## src/rtl/accel_pkg.sv

```systemverilog
// Shared types and constants for the accelerometer cursor tracker.
package accel_pkg;

    localparam int SAMPLE_W = 8;
    localparam int POS_W    = 10;
    localparam int SUM_W    = 12;

    localparam int X_MAX_DEF  = 639;
    localparam int Y_MAX_DEF  = 479;
    localparam int X_CENTRE   = X_MAX_DEF / 2;
    localparam int Y_CENTRE   = Y_MAX_DEF / 2;

    typedef enum logic [1:0] {
        ACCUM = 2'd0,
        AVG   = 2'd1,
        STEP  = 2'd2
    } state_e;

endpackage

```

## src/rtl/accel_axis.sv

```systemverilog
// One axis of the cursor tracker: sample accumulator, group average,
// deadband/gain stage and the clamped pixel position register.
module accel_axis
    import accel_pkg::*;
#(
    parameter int AVG_LOG2   = 2,
    parameter int DEADBAND   = 8,
    parameter int GAIN_SHIFT = 3,
    parameter int AXIS_MAX   = 639,
    parameter bit INVERT     = 1'b0
) (
    input  logic                       clk_i,
    input  logic                       rst_i,
    input  logic                       sample_valid_i,
    input  logic signed [SAMPLE_W-1:0] sample_i,
    input  logic                       clear_i,
    input  logic                       group_done_i,
    input  logic                       avg_en_i,
    input  logic                       update_i,
    input  logic                       center_i,
    output logic [POS_W-1:0]           pos_o
);

    localparam int ACC_W = SAMPLE_W + AVG_LOG2;
    localparam logic [POS_W-1:0]        CENTRE = POS_W'(AXIS_MAX / 2);
    localparam logic signed [SUM_W-1:0] MAX_S  = SUM_W'(AXIS_MAX);
    localparam logic [SAMPLE_W:0]       DB     = (SAMPLE_W + 1)'(DEADBAND);

    // Magnitude is taken one bit wider so that -128 reads as 128.
    function automatic logic signed [SAMPLE_W-1:0] deadband_step(
        input logic signed [SAMPLE_W-1:0] a
    );
        logic [SAMPLE_W:0] mag;
        mag = a[SAMPLE_W-1] ? -{a[SAMPLE_W-1], a} : {1'b0, a};
        if (mag <= DB) begin
            return '0;
        end
        return a >>> GAIN_SHIFT;
    endfunction

    // Saturate the wide signed sum into the visible pixel range.
    function automatic logic [POS_W-1:0] clamp_pos(
        input logic signed [SUM_W-1:0] s
    );
        if (s[SUM_W-1]) begin
            return '0;
        end
        if (s > MAX_S) begin
            return POS_W'(AXIS_MAX);
        end
        return s[POS_W-1:0];
    endfunction

    logic signed [ACC_W-1:0]    acc_q, acc_d;
    logic signed [ACC_W-1:0]    sum_q, sum_d;
    logic signed [ACC_W-1:0]    sample_ext;
    logic signed [ACC_W-1:0]    shifted;
    logic signed [SAMPLE_W-1:0] avg_q, avg_d;
    logic signed [SAMPLE_W-1:0] step;
    logic signed [SUM_W-1:0]    step_ext;
    logic signed [SUM_W-1:0]    pos_sum;
    logic [POS_W-1:0]           pos_q, pos_d;

    assign sample_ext = {{AVG_LOG2{sample_i[SAMPLE_W-1]}}, sample_i};

    // Next-state for accumulator, latched group sum, average and position.
    always_comb begin
        acc_d = acc_q;
        if (clear_i) begin
            // A sample arriving during the clear starts the next group.
            acc_d = sample_valid_i ? sample_ext : '0;
        end else if (sample_valid_i) begin
            acc_d = acc_q + sample_ext;
        end

        sum_d = group_done_i ? (acc_q + sample_ext) : sum_q;

        shifted = sum_q >>> AVG_LOG2;
        avg_d   = avg_en_i ? shifted[SAMPLE_W-1:0] : avg_q;

        step     = deadband_step(avg_q);
        step_ext = {{(SUM_W - SAMPLE_W){step[SAMPLE_W-1]}}, step};
        if (INVERT) begin
            pos_sum = $signed({2'b00, pos_q}) - step_ext;
        end else begin
            pos_sum = $signed({2'b00, pos_q}) + step_ext;
        end

        pos_d = pos_q;
        if (center_i) begin
            pos_d = CENTRE;
        end else if (update_i) begin
            pos_d = clamp_pos(pos_sum);
        end
    end

    // Axis state registers.
    always_ff @(posedge clk_i or posedge rst_i) begin
        if (rst_i) begin
            acc_q <= '0;
            sum_q <= '0;
            avg_q <= '0;
            pos_q <= CENTRE;
        end else begin
            acc_q <= acc_d;
            sum_q <= sum_d;
            avg_q <= avg_d;
            pos_q <= pos_d;
        end
    end

    assign pos_o = pos_q;

endmodule

```

## src/rtl/accel_cursor_tracker.sv

```systemverilog
// Turns averaged X/Y tilt samples into a clamped screen cursor position.
// Owns the sample counter, the ACCUM/AVG/STEP sequencer, recenter priority
// and the POS_VALID strobe; per-axis arithmetic lives in accel_axis.
module accel_cursor_tracker
    import accel_pkg::*;
#(
    parameter int AVG_LOG2   = 2,
    parameter int DEADBAND   = 8,
    parameter int GAIN_SHIFT = 3,
    parameter int X_MAX      = X_MAX_DEF,
    parameter int Y_MAX      = Y_MAX_DEF
) (
    input  logic                       CLK,
    input  logic                       ARST,
    input  logic                       SAMPLE_VALID,
    input  logic signed [SAMPLE_W-1:0] XDATA,
    input  logic signed [SAMPLE_W-1:0] YDATA,
    input  logic                       RECENTER,
    output logic [POS_W-1:0]           XPOS,
    output logic [POS_W-1:0]           YPOS,
    output logic                       POS_VALID
);

    state_e               state_q, state_d;
    logic [AVG_LOG2-1:0]  cnt_q, cnt_d;
    logic                 pos_valid_q, pos_valid_d;
    logic                 group_done;
    logic                 in_avg;
    logic                 in_step;
    logic                 pos_update;

    assign group_done = SAMPLE_VALID && (cnt_q == '1);
    assign in_avg     = (state_q == AVG);
    assign in_step    = (state_q == STEP);
    assign pos_update = in_step && !RECENTER;

    // Sequencer: a completed group always restarts the AVG/STEP pipeline,
    // even when it completes while STEP is still applying the previous one.
    always_comb begin
        state_d     = state_q;
        cnt_d       = cnt_q;
        pos_valid_d = in_step || RECENTER;

        if (SAMPLE_VALID) begin
            cnt_d = cnt_q + AVG_LOG2'(1);
        end

        case (state_q)
            ACCUM:   state_d = group_done ? AVG : ACCUM;
            AVG:     state_d = STEP;
            STEP:    state_d = group_done ? AVG : ACCUM;
            default: state_d = ACCUM;
        endcase
    end

    // Control registers.
    always_ff @(posedge CLK or posedge ARST) begin
        if (ARST) begin
            state_q     <= ACCUM;
            cnt_q       <= '0;
            pos_valid_q <= 1'b0;
        end else begin
            state_q     <= state_d;
            cnt_q       <= cnt_d;
            pos_valid_q <= pos_valid_d;
        end
    end

    accel_axis #(
        .AVG_LOG2   (AVG_LOG2),
        .DEADBAND   (DEADBAND),
        .GAIN_SHIFT (GAIN_SHIFT),
        .AXIS_MAX   (X_MAX),
        .INVERT     (1'b0)
    ) u_axis_x (
        .clk_i          (CLK),
        .rst_i          (ARST),
        .sample_valid_i (SAMPLE_VALID),
        .sample_i       (XDATA),
        .clear_i        (in_avg),
        .group_done_i   (group_done),
        .avg_en_i       (in_avg),
        .update_i       (pos_update),
        .center_i       (RECENTER),
        .pos_o          (XPOS)
    );

    // Positive Y tilt moves the cursor up, so the Y step is subtracted.
    accel_axis #(
        .AVG_LOG2   (AVG_LOG2),
        .DEADBAND   (DEADBAND),
        .GAIN_SHIFT (GAIN_SHIFT),
        .AXIS_MAX   (Y_MAX),
        .INVERT     (1'b1)
    ) u_axis_y (
        .clk_i          (CLK),
        .rst_i          (ARST),
        .sample_valid_i (SAMPLE_VALID),
        .sample_i       (YDATA),
        .clear_i        (in_avg),
        .group_done_i   (group_done),
        .avg_en_i       (in_avg),
        .update_i       (pos_update),
        .center_i       (RECENTER),
        .pos_o          (YPOS)
    );

    assign POS_VALID = pos_valid_q;

endmodule
```

## config.mk

```make
export PLATFORM = sky130hd
export DESIGN_NAME = accel_cursor_tracker
export DESIGN_NICKNAME = d
export VERILOG_FILES = /design/src/rtl/accel_pkg.sv /design/src/rtl/accel_axis.sv /design/src/rtl/accel_cursor_tracker.sv
export SDC_FILE = /design/constraint.sdc
export NUM_CORES = 1
export LEC_CHECK = 0
export BUFFER_PORTS_ARGS = -buffer_cell sky130_fd_sc_hd__buf_2
export CAP_MARGIN = 15
export CORE_MARGIN = 1
export CORE_UTILIZATION = 56
export DETAILED_ROUTE_END_ITERATION = 10
export HOLD_SLACK_MARGIN = 0.05
export PLACE_DENSITY = 0.86
export SKIP_CTS_REPAIR_TIMING = 1
export SLEW_MARGIN = 20
export SYNTH_ARGS = -nofsm -noshare
export SYNTH_HDL_FRONTEND = slang
export SYNTH_SLANG_ARGS = --single-unit
export TNS_END_PERCENT = 1
```

## constraint.sdc

```tcl
create_clock -name CLK -period 7.6 [get_ports CLK]
set_input_delay 0.76 -clock CLK [delete_from_list [all_inputs] [get_ports CLK]]
set_output_delay 0.76 -clock CLK [all_outputs]
set_load 0.005 [all_outputs]
```

==> run summary, run 1 <==
Yosys cell types -> 67
TritonCTS Sinks -> 77
layout cells sized above 1 -> 14.9%
Synthesis Warnings -> 0
Final Util -> 64.5%
Post-synth ARST share -> 100%
Switching Fraction -> 45.5%
Final Max Slew Viols -> 0
nets -> 693
clk slew on worst S/H paths -> 90 ps
sequential power share -> 26.6%
setup TNS -> 0 ps
DRC violations left -> 0
synthesis-to-finish area growth -> 9.53%
DR vias -> 4,372
syn_nets -> 659
Clock Skews -> 8.19 ps
NetSw -> 1.27 mW
first-pass GRT wire length -> 19.8 mm
Setup Crit Path Kind -> reg2reg
Comb power frac -> 60.8%
global placement routability congestion -> 0.875
Post-synth top flop -> dfrtp_1
CP arrival -> 4860 ps
violation count after the first detailed-route iteration -> 142
Peak Freq -> 0.215 GHz
CTS Root Cell -> clkbuf_8
Worst R2R End -> u_axis_y.pos_o[4]
number of flops mapped to enable cells by yosys -> 0
first-pass iteration count of the detailed router -> 5
status -> completed
initial antenna violation count -> 0
Mapped Cells -> 590
Initial Utilization -> 58.9%
critical path endpoint category -> flop
Yosys reg bits -> 77
DIE AREA -> 0.00974 mm²
unrepaired setup endpoints after global routing -> no
R2R Setup Slk -> 2960 ps
Slew @ Worst Pin -> 1020 ps
Ant. Diodes -> 0
post-route minimum period -> 4640 ps
pre-CTS setup slack -> 3010 ps
Finished Layout Cells -> 737
P_int -> 1.52 mW
most common cell after layout, fill and taps aside -> nand2_1
post-route cell area -> 0.00574 mm²
routed length per instance -> 15.3 µm
via-per-instance ratio -> 5.93
drt total wl -> 11.2 mm
worst hold path class -> in2async
vias in the first global route -> 4,451
Data required, critical path -> 7820 ps
most frequent cells in the layout -> nand2_1 (108), dfrtp_1 (63), o21ai_0 (51), ha_1 (45), buf_2 (40)
Hold Fails Final Rpt -> 0
Hold WS -> 282 ps
Max Cap Viol -> 0
slew margin rel. -> 31.6%
pin count of the biggest net entering global routing -> 71
global-route usage over all layers -> 25.2%
gr ovfl total -> 0
chip width -> 98.7 µm
R2R depth -> 14
clk buf depth -> 2
row cnt -> 34
Worst setup SP type -> flop
Final period util -> 61.1%
mapped cell area -> 0.00524 mm²
Clock Latency Late Sink -> 360 ps
core area -> 0.00889 mm²
ANT nets after route -> 0
CTS tree -> built
pwr/cell area -> 486 mW/mm²
total CTS buffers -> 9
# IOs -> 41
endpoints failing setup -> 0
Leak -> 2.58 nW
Post-DP Area -> 0.00551 mm²
Clock power frac -> 12.6%
total power -> 2.79 mW
Reg-to-Reg Start -> u_axis_y.avg_q[0]
worst-path fanout max -> 13
IO buf count -> 40
final HPWL from detailed placement -> 8.05 mm
worst vdd ir -> 0.220 mV
register area share after synthesis -> 37.1%
syn avg cell area -> 8.88 µm²
post-placement cell count -> 721
Die Ht -> 98.7 µm
Final Worst Setup Slack -> 2960 ps
CTS H-tree depth -> 3
## critical path: stages, from the launching register on
cell and delay [ps]:
dfrtp_1 400, inv_1 100, ha_1 320, nand3b_1 200, o311ai_1 240, a22oi_1 140, o21ai_1 820, ha_1 430
o21a_1 180, o21a_1 160, o22a_1 230, or4_1 470, a211oi_1 250, a311o_1 410, a311oi_2 160
## how the worst max path moves through the flow
stage,cells past startpoint,start,slack [ps],to
2_1_floorplan,15,u_axis_y.avg_q[0],3660,u_axis_y.pos_o[4]
3_3_place_gp,14,u_axis_y.avg_q[0],3150,u_axis_y.pos_o[4]
3_5_place_dp,14,u_axis_y.avg_q[0],3010,u_axis_y.pos_o[4]
4_1_cts,14,u_axis_y.avg_q[0],2990,u_axis_y.pos_o[4]
5_1_grt,14,u_axis_y.avg_q[0],2620,u_axis_y.pos_o[4]
6_report,14,u_axis_y.avg_q[0],2960,u_axis_y.pos_o[4]
## power groups by stage
stage / registers, mW / logic (mW) / clock network (mW)
floorplan: 0.708 / 1.35 / 0
finish: 0.741 / 1.70 / 0.353
detailed placement: 0.744 / 1.68 / 0
CTS: 0.738 / 1.69 / 0.361
global route: 0.763 / 1.92 / 0.375
global placement: 0.731 / 1.60 / 0
## cell families after synthesis
group	after synthesis	share of synthesized area (%)
AO/OA/AOI/OAI	170	21.5
XOR/XNOR	37	6.19
adder cells (fa/ha/maj)	49	12.3
buffers and inverters	47	3.51
flip-flops	77	37.1
multiplexers	10	2.10
AND/OR/NAND/NOR	200	17.3
## per-layer routing
| metal | track usage (%) | wire (µm) | up-vias | part of all wire (%) |
|---|---|---|---|---|
| li1 | - | - | 2161 | - |
| met3 | 5.32 | 484 | 16 | 4.3 |
| met5 | 0 | 0 | - | 0 |
| met2 | 44.1 | 5490 | 109 | 49 |
| met4 | 8.73 | 131 | 0 | 1.2 |
| met1 | 30.9 | 5140 | 2086 | 46 |
## cell type report
class | count | area [µm²]
clock buffers | 10 | 138
clock inverters | 6 | 86.3
fillers | 693 | 3160
inverters | 27 | 101
multi-input cells | 466 | 3110
flip-flops and latches | 77 | 1940
well taps | 108 | 135
repair buffers | 43 | 223
## flip-flops by register name, indices dropped and copies added (netlist names), 8 cells and up
name            cells
u_axis_y.acc_q     10
u_axis_y.sum_q      8
u_axis_x.sum_q      8
u_axis_y.pos_o     10
u_axis_y.avg_q      8
u_axis_x.avg_q      8
u_axis_x.pos_o     10
u_axis_x.acc_q     10
## synth_stat cells, drive strengths merged (2+ instances only)
| library cell | count | share of area, % |
|---|---|---|
| o21ai | 52 | 5.0 |
| o311a | 2 | 0.38 |
| or2 | 2 | 0.24 |
| a31oi | 5 | 0.60 |
| a311oi | 6 | 1.1 |
| a41oi | 2 | 0.62 |
| nor2b | 7 | 0.84 |
| and2 | 9 | 1.1 |
| nor3b | 3 | 0.43 |
| nand3 | 6 | 0.57 |
| xor2 | 18 | 3.0 |
| o21bai | 7 | 1.0 |
| nor2 | 32 | 2.3 |
| a21oi | 35 | 3.3 |
| o311ai | 2 | 0.33 |
| a21o | 11 | 1.6 |
| a221oi | 2 | 0.45 |
| nand2b | 7 | 0.84 |
| o211ai | 5 | 0.72 |
| o21a | 6 | 0.86 |
| fa | 4 | 1.5 |
| o31ai | 5 | 0.72 |
| clkbuf | 17 | 1.2 |
| xnor2 | 19 | 3.2 |
| buf | 3 | 0.36 |
| nor3 | 10 | 1.1 |
| a21boi | 5 | 0.72 |
| inv | 26 | 1.9 |
| a31o | 4 | 0.67 |
| nand2 | 108 | 7.7 |
| ha | 45 | 11 |
| or3 | 4 | 0.48 |
| a32oi | 3 | 0.50 |
| mux2i | 2 | 0.38 |
| a211oi | 8 | 1.2 |
| mux2 | 8 | 1.7 |
| nor4 | 3 | 0.36 |
| dfstp | 14 | 7.0 |
| dfrtp | 63 | 30 |
Note: power is estimated with default switching activity, not from simulation.
==> run 2: changes to the inputs <==
--- a/config.mk
+++ b/config.mk
@@ -5,6 +5,7 @@
 export SDC_FILE = /design/constraint.sdc
 export NUM_CORES = 1
 export LEC_CHECK = 0
+export ABC_AREA = 1
 export BUFFER_PORTS_ARGS = -buffer_cell sky130_fd_sc_hd__buf_2
 export CAP_MARGIN = 15
 export CORE_MARGIN = 1
==> constraint.sdc (replaced) <==
create_clock -name CLK -period 4.77 [get_ports CLK]
set_input_delay 0.477 -clock CLK [delete_from_list [all_inputs] [get_ports CLK]]
set_output_delay 0.477 -clock CLK [all_outputs]
set_load 0.005 [all_outputs]
==> run summary, run 2 <==
chip width -> 101 µm (+2.1%)
Final period util -> 75.1% (+14 points)
status -> completed
Synthesis Warnings -> 0 (unchanged)
violation count after the first detailed-route iteration -> 248 (+75%)
top cells by area, synth -> dfrtp_1 (29%), nand2_1 (18%), ha_1 (10%), inv_1 (6.9%), dfstp_2 (6.7%)
via-per-instance ratio -> 5.36 (-9.6%)
Initial Utilization -> 58.6% (-0.30 points)
worst vdd ir -> 0.330 mV (+50%)
worst hold path class -> in2async
number of flops mapped to enable cells by yosys -> 0 (unchanged)
Die Ht -> 101 µm (+2.1%)
CTS H-tree depth -> 3 (unchanged)
Synth Area in Adders -> 11.8% (-0.51 points)
Setup Crit Path Kind -> reg2reg
leading cell types by count after synthesis -> nand2_1 (260), inv_1 (100), nand3_1 (64)
xor/xnor cell area share of the yosys netlist -> 3.39% (-2.8 points)
top cell type by total area after synthesis -> dfrtp_1
Final Max Slew Viols -> 0 (unchanged)
critical path endpoint category -> flop
final HPWL from detailed placement -> 9.01 mm (+12%)
Slew @ Worst Pin -> 940 ps (-79.2 ps)
Clock Latency Late Sink -> 360 ps (about the same)
Ant. Diodes -> 0 (unchanged)
initial antenna violation count -> 0 (unchanged)
Peak Freq -> 0.279 GHz (+30%)
DR vias -> 5,008 (+15%)
Post-synth ARST share -> 100% (unchanged)
Mapped Cells -> 754 (+28%)
Clock Skews -> 11.2 ps (+2.99 ps)
Yosys cell types -> 36 (-46%)
Hold WS -> 102 ps (-180 ps)
slew margin rel. -> 37.1% (+5.5 points)
TritonCTS Sinks -> 77 (unchanged)
most frequent cells in the layout -> nand2_1 (260), inv_1 (99), nand3_1 (64), dfrtp_1 (63), ha_1 (45)
unrepaired setup endpoints after global routing -> no
DRC violations left -> 0 (unchanged)
vias in the first global route -> 4,751 (+6.7%)
pre-CTS setup slack -> 1320 ps (-1690 ps)
pwr/cell area -> 798 mW/mm² (+64%)
Data required, critical path -> 5070 ps (-2750 ps)
Post-synth top flop -> dfrtp_1
row cnt -> 35 (+2.9%)
total CTS buffers -> 9 (unchanged)
main combinational cell family by area after synthesis -> simple AND/OR/NAND/NOR gates
core area -> 0.00933 mm² (+4.9%)
mapped cell area -> 0.00547 mm² (+4.4%)
CTS Root Cell -> clkbuf_8
Worst R2R End -> u_axis_x.pos_o[1]
# IOs -> 41 (unchanged)
R2R Setup Slk -> 1190 ps (-1770 ps)
gr ovfl total -> 0 (unchanged)
CP arrival -> 3880 ps (-980 ps)
clk buf depth -> 2 (unchanged)
synthesis-to-finish area growth -> 10.2%
register area share after synthesis -> 35.6% (-1.6 points)
syn avg cell area -> 7.25 µm² (-18%)
Leak -> 3.19 nW (+23%)
syn_nets -> 823 (+25%)
R2R depth -> 25 (+11)
Hold Fails Final Rpt -> 0 (unchanged)
endpoints failing setup -> 0 (unchanged)
global placement routability congestion -> 0.994 (+14%)
worst-path fanout max -> 6 (-7)
layout cells sized above 1 -> 13.7% (-1.3 points)
nets -> 869 (+25%)
drt total wl -> 12.1 mm (+7.4%)
setup TNS -> 0 ps (unchanged)
first-pass iteration count of the detailed router -> 7 (+2)
top-count cell post-synth -> nand2_1
first-pass GRT wire length -> 20.5 mm (+3.5%)
global-route usage over all layers -> 25.3% (+0.10 points)
clk slew on worst S/H paths -> 90 ps (about the same)
compound-cell area share of the yosys netlist -> 9.52% (-12 points)
DIE AREA -> 0.0102 mm² (+4.3%)
CTS tree -> built
Yosys reg bits -> 77 (unchanged)
IO buf count -> 40 (unchanged)
area share of the largest cell type after synthesis -> 28.8% (-1.3 points)
simple-gate portion of the synthesized area -> 31.8% (+15 points)
Reg-to-Reg Start -> u_axis_x.avg_q[0]
Worst setup SP type -> flop
ANT nets after route -> 0 (unchanged)
Final Worst Setup Slack -> 1190 ps (-1770 ps)
CP Capture Point -> u_axis_x.pos_o[1]
pin count of the biggest net entering global routing -> 59 (-17%)
mux cell area share after synthesis -> 0% (-2.1 points)
most common cell after layout, fill and taps aside -> nand2_1
routed length per instance -> 12.9 µm (-15%)
crit path launch -> u_axis_x.avg_q[0]
Max Cap Viol -> 0 (unchanged)
post-route minimum period -> 3580 ps (-1060 ps)
-- run 2: worst min-delay path by stage --
stage	start	endpoint	slack (ps)
finish	ARST	u_axis_x.pos_o[6]	100
global route	ARST	u_axis_y.pos_o[4]	130
detailed placement	state_q[0]	state_q[0]	420
CTS	ARST	u_axis_y.pos_o[4]	100
global placement	state_q[0]	state_q[0]	410
floorplan	state_q[0]	state_q[0]	400
-- run 2: worst max-delay path: stages, from the launching register on --
cell	delay, ps
dfrtp_1	380
inv_1	120
ha_1	210
nand3_1	120
o21bai_1	160
nand2_1	60
nand2_1	60
nand3_2	100
a31oi_1	180
inv_1	100
nand2_1	70
inv_1	50
ha_1	240
fa_1	450
nand3_1	120
nand2_1	90
nand2_1	90
nand2_1	70
nand2_1	60
nand2_1	60
nand3b_1	180
nand3_1	180
nand2_1	160
nand3_1	100
nand2_1	50
inv_1	60
-- run 2: kinds of logic (layout without fill, tap and decap cells) --
logic type      after synthesis  in the layout
flops                        77             77
xor+xnor                     19             19
fa+ha+maj                    49             49
buf+inv                     113            164
compound gates               92             92
simple gates                404            404
-- run 2: metal layers --
layer | global-route usage [%] | share of wire (%)
met1 | 31.1 | 44
met2 | 45.7 | 49
met3 | 4.37 | 4.7
met4 | 6.80 | 1.6
met5 | 0 | 0
-- run 2: stage by stage --
stage,utilization [%],std cells,area [µm²],total power [mW]
2_1_floorplan,-,754,5470,3.55
3_3_place_gp,62.4,918,5820,4.06
3_5_place_dp,62.4,918,5820,4.21
4_1_cts,64.5,934,6020,4.77
5_1_grt,64.5,934,6020,5.28
6_report,64.5,934,6020,4.80
-- run 2: cell type report --
cell class,instances,area (µm²)
Fill cell,794,3310
Multi-Input combinational cell,564,3090
Sequential cell,77,1940
Inverter,103,387
Timing Repair Buffer,45,238
Tap cell,129,161
Clock buffer,9,124
Clock inverter,7,78.8
-- run 2: power by group --
part | internal (mW) | switching (mW) | total (mW)
clock | 0.248 | 0.273 | 0.521
combinational | 1.16 | 1.99 | 3.15
sequential | 0.942 | 0.191 | 1.13
total | 2.35 | 2.45 | 4.80
==> run 3: changes to the inputs <==
--- a/config.mk
+++ b/config.mk
@@ -9,10 +9,10 @@
 export BUFFER_PORTS_ARGS = -buffer_cell sky130_fd_sc_hd__buf_2
 export CAP_MARGIN = 15
 export CORE_MARGIN = 1
-export CORE_UTILIZATION = 56
+export CORE_UTILIZATION = 55
 export DETAILED_ROUTE_END_ITERATION = 10
 export HOLD_SLACK_MARGIN = 0.05
-export PLACE_DENSITY = 0.86
+export PLACE_DENSITY = 0.88
 export SKIP_CTS_REPAIR_TIMING = 1
 export SLEW_MARGIN = 20
 export SYNTH_ARGS = -nofsm -noshare
==> constraint.sdc (replaced) <==
create_clock -name CLK -period 3.1 [get_ports CLK]
set_input_delay 0.31 -clock CLK [delete_from_list [all_inputs] [get_ports CLK]]
set_output_delay 0.31 -clock CLK [all_outputs]
set_load 0.005 [all_outputs]
==> run summary, run 3 (synthesized netlist as in run 2, its figures left out) <==
first-pass iteration count of the detailed router -> 8 (+1)
CTS H-tree depth -> 3 (unchanged)
pin count of the biggest net entering global routing -> 42 (-29%)
failing checks -> DRC
DIE AREA -> 0.0103 mm² (+1.8%)
most frequent cells in the layout -> nand2_1 (245), inv_1 (92), dfrtp_1 (62), nand3_1 (56), buf_2 (40)
nets -> 882 (+1.5%)
met2 Track Usage GR -> 43.3% (-2.4 points)
Final period util -> 99.2% (+24 points)
chip width -> 102 µm (+0.89%)
Die Ht -> 102 µm (+0.89%)
Finished Layout Cells -> 951 (+1.8%)
Multi-input gate area -> 0.00338 mm² (+9.5%)
grt met1 use -> 29.9% (-1.2 points)
unrepaired setup endpoints after global routing -> yes
Slew @ Worst Pin -> 701 ps (-239 ps)
clk buf depth -> 2 (unchanged)
worst-path fanout max -> 8 (+2)
total CTS buffers -> 9 (unchanged)
synthesis-to-finish area growth -> 18.0%
via-per-instance ratio -> 5.32 (-0.75%)
post-placement cell count -> 932 (+1.5%)
core area -> 0.00968 mm² (+3.8%)
CTS Root Cell -> clkbuf_8
CTS tree -> built
critical path endpoint category -> flop
CP arrival -> 3370 ps (-510 ps)
post-route minimum period -> 3070 ps (-508 ps)
slew margin rel. -> 53.2% (+16 points)
R2R Setup Slk -> 30 ps (-1160 ps)
most common cell after layout, fill and taps aside -> nand2_1
Ant. Diodes -> 0 (unchanged)
violation count after the first detailed-route iteration -> 222 (-10%)
worst hold path class -> in2async
Worst R2R End -> u_axis_x.pos_o[3]
initial antenna violation count -> 0 (unchanged)
fill count -> 788 (-0.76%)
Clock Skews -> 5.68 ps (-5.50 ps)
status -> finished, violations left
DR vias -> 5,061 (+1.1%)
Hold Fails Final Rpt -> 0 (unchanged)
first-pass GRT wire length -> 20.0 mm (-2.4%)
# IOs -> 41 (unchanged)
routed length per instance -> 13.2 µm (+2.3%)
vias in the first global route -> 4,697 (-1.1%)
sequential cell area -> 0.00195 mm² (about the same)
clk slew on worst S/H paths -> 80 ps (about the same)
gr ovfl total -> 0 (unchanged)
row cnt -> 36 (+2.9%)
R2R depth -> 21 (-16%)
GRT met3 Usage -> 4.00% (-0.37 points)
global-route usage over all layers -> 24.3% (-0.96 points)
drt total wl -> 12.6 mm (+4.1%)
Setup Crit Path Kind -> reg2reg
endpoints failing setup -> 0 (unchanged)
DRC violations left -> 1 (+1)
global placement routability congestion -> 0.933 (-6.1%)
final HPWL from detailed placement -> 8.72 mm (-3.2%)
Max Cap Viol -> 0 (unchanged)
Reg-to-Reg Start -> u_axis_x.avg_q[1]
TritonCTS Sinks -> 77 (unchanged)
Final Worst Setup Slack -> 25.8 ps (-1160 ps)
Peak Freq -> 0.325 GHz (+17%)
Clock Latency Late Sink -> 350 ps (about the same)
GR peak layer -> met2
Data required, critical path -> 3400 ps (-1670 ps)
Initial Utilization -> 56.4% (-2.2 points)
layout cells sized above 1 -> 22.0% (+8.3 points)
Worst setup SP type -> flop
pre-CTS setup slack -> -72.9 ps (-1390 ps)
setup TNS -> 0 ps (unchanged)
ANT nets after route -> 0 (unchanged)
Final Max Slew Viols -> 0 (unchanged)
IO buf count -> 40 (unchanged)
==> run 3: how the worst max path moves through the flow <==
stage,startpoint,to,slack (ps)
6_report,u_axis_x.avg_q[1],u_axis_x.pos_o[3],30
5_1_grt,u_axis_x.avg_q[0],u_axis_x.pos_o[6],-250
4_1_cts,u_axis_x.avg_q[0],u_axis_x.pos_o[2],-160
3_5_place_dp,u_axis_x.avg_q[0],u_axis_x.pos_o[2],-70
3_3_place_gp,u_axis_x.avg_q[0],u_axis_x.pos_o[1],40
2_1_floorplan,u_axis_x.avg_q[0],u_axis_x.pos_o[3],110
==> run 3: final cells by class <==
type | instances | area share (%)
multi-input combinational | 564 | 52.4
tap | 133 | 2.58
sequential | 77 | 30.2
timing repair buffer | 58 | 5.26
clock inverter | 6 | 1.42
inverter | 103 | 6.05
clock buffer | 10 | 2.13
==> run 3: critical path, stage by stage (launching register included) <==
cell and delay [ps]:
dfrtp_1 380, inv_2 90, ha_4 150, nand3_2 80
o21bai_1 130, nand2_1 80, nand2_1 70, nand3_2 70
buf_4 160, nand2_2 110, inv_4 100, ha_4 300
nand2_1 90, nor2_1 130, nor2_1 80, o211ai_1 280
nand3_2 190, nand2_4 170, nand3_1 130, nand3_2 100
nand2_1 50, inv_1 60
==> run 3: per-stage QoR <==
step                hold WS, ps  util [%]  instance area [µm²]
finish                     38.0      66.6                 6450
global placement            418      60.9                 5900
floorplan                   401         -                 5470
detailed placement          424      60.9                 5900
global route               90.1      66.6                 6450
CTS                        60.9      63.3                 6130
==> run 3: routing by layer <==
layer	routed length (µm)	share of wire (%)
met3	596	4.7
met2	6280	50
met4	241	1.9
met5	0	0
met1	5460	43
Power of run 3 is not shown: default switching activity piles up to over one toggle a cycle in this logic, so the estimate is an artifact.
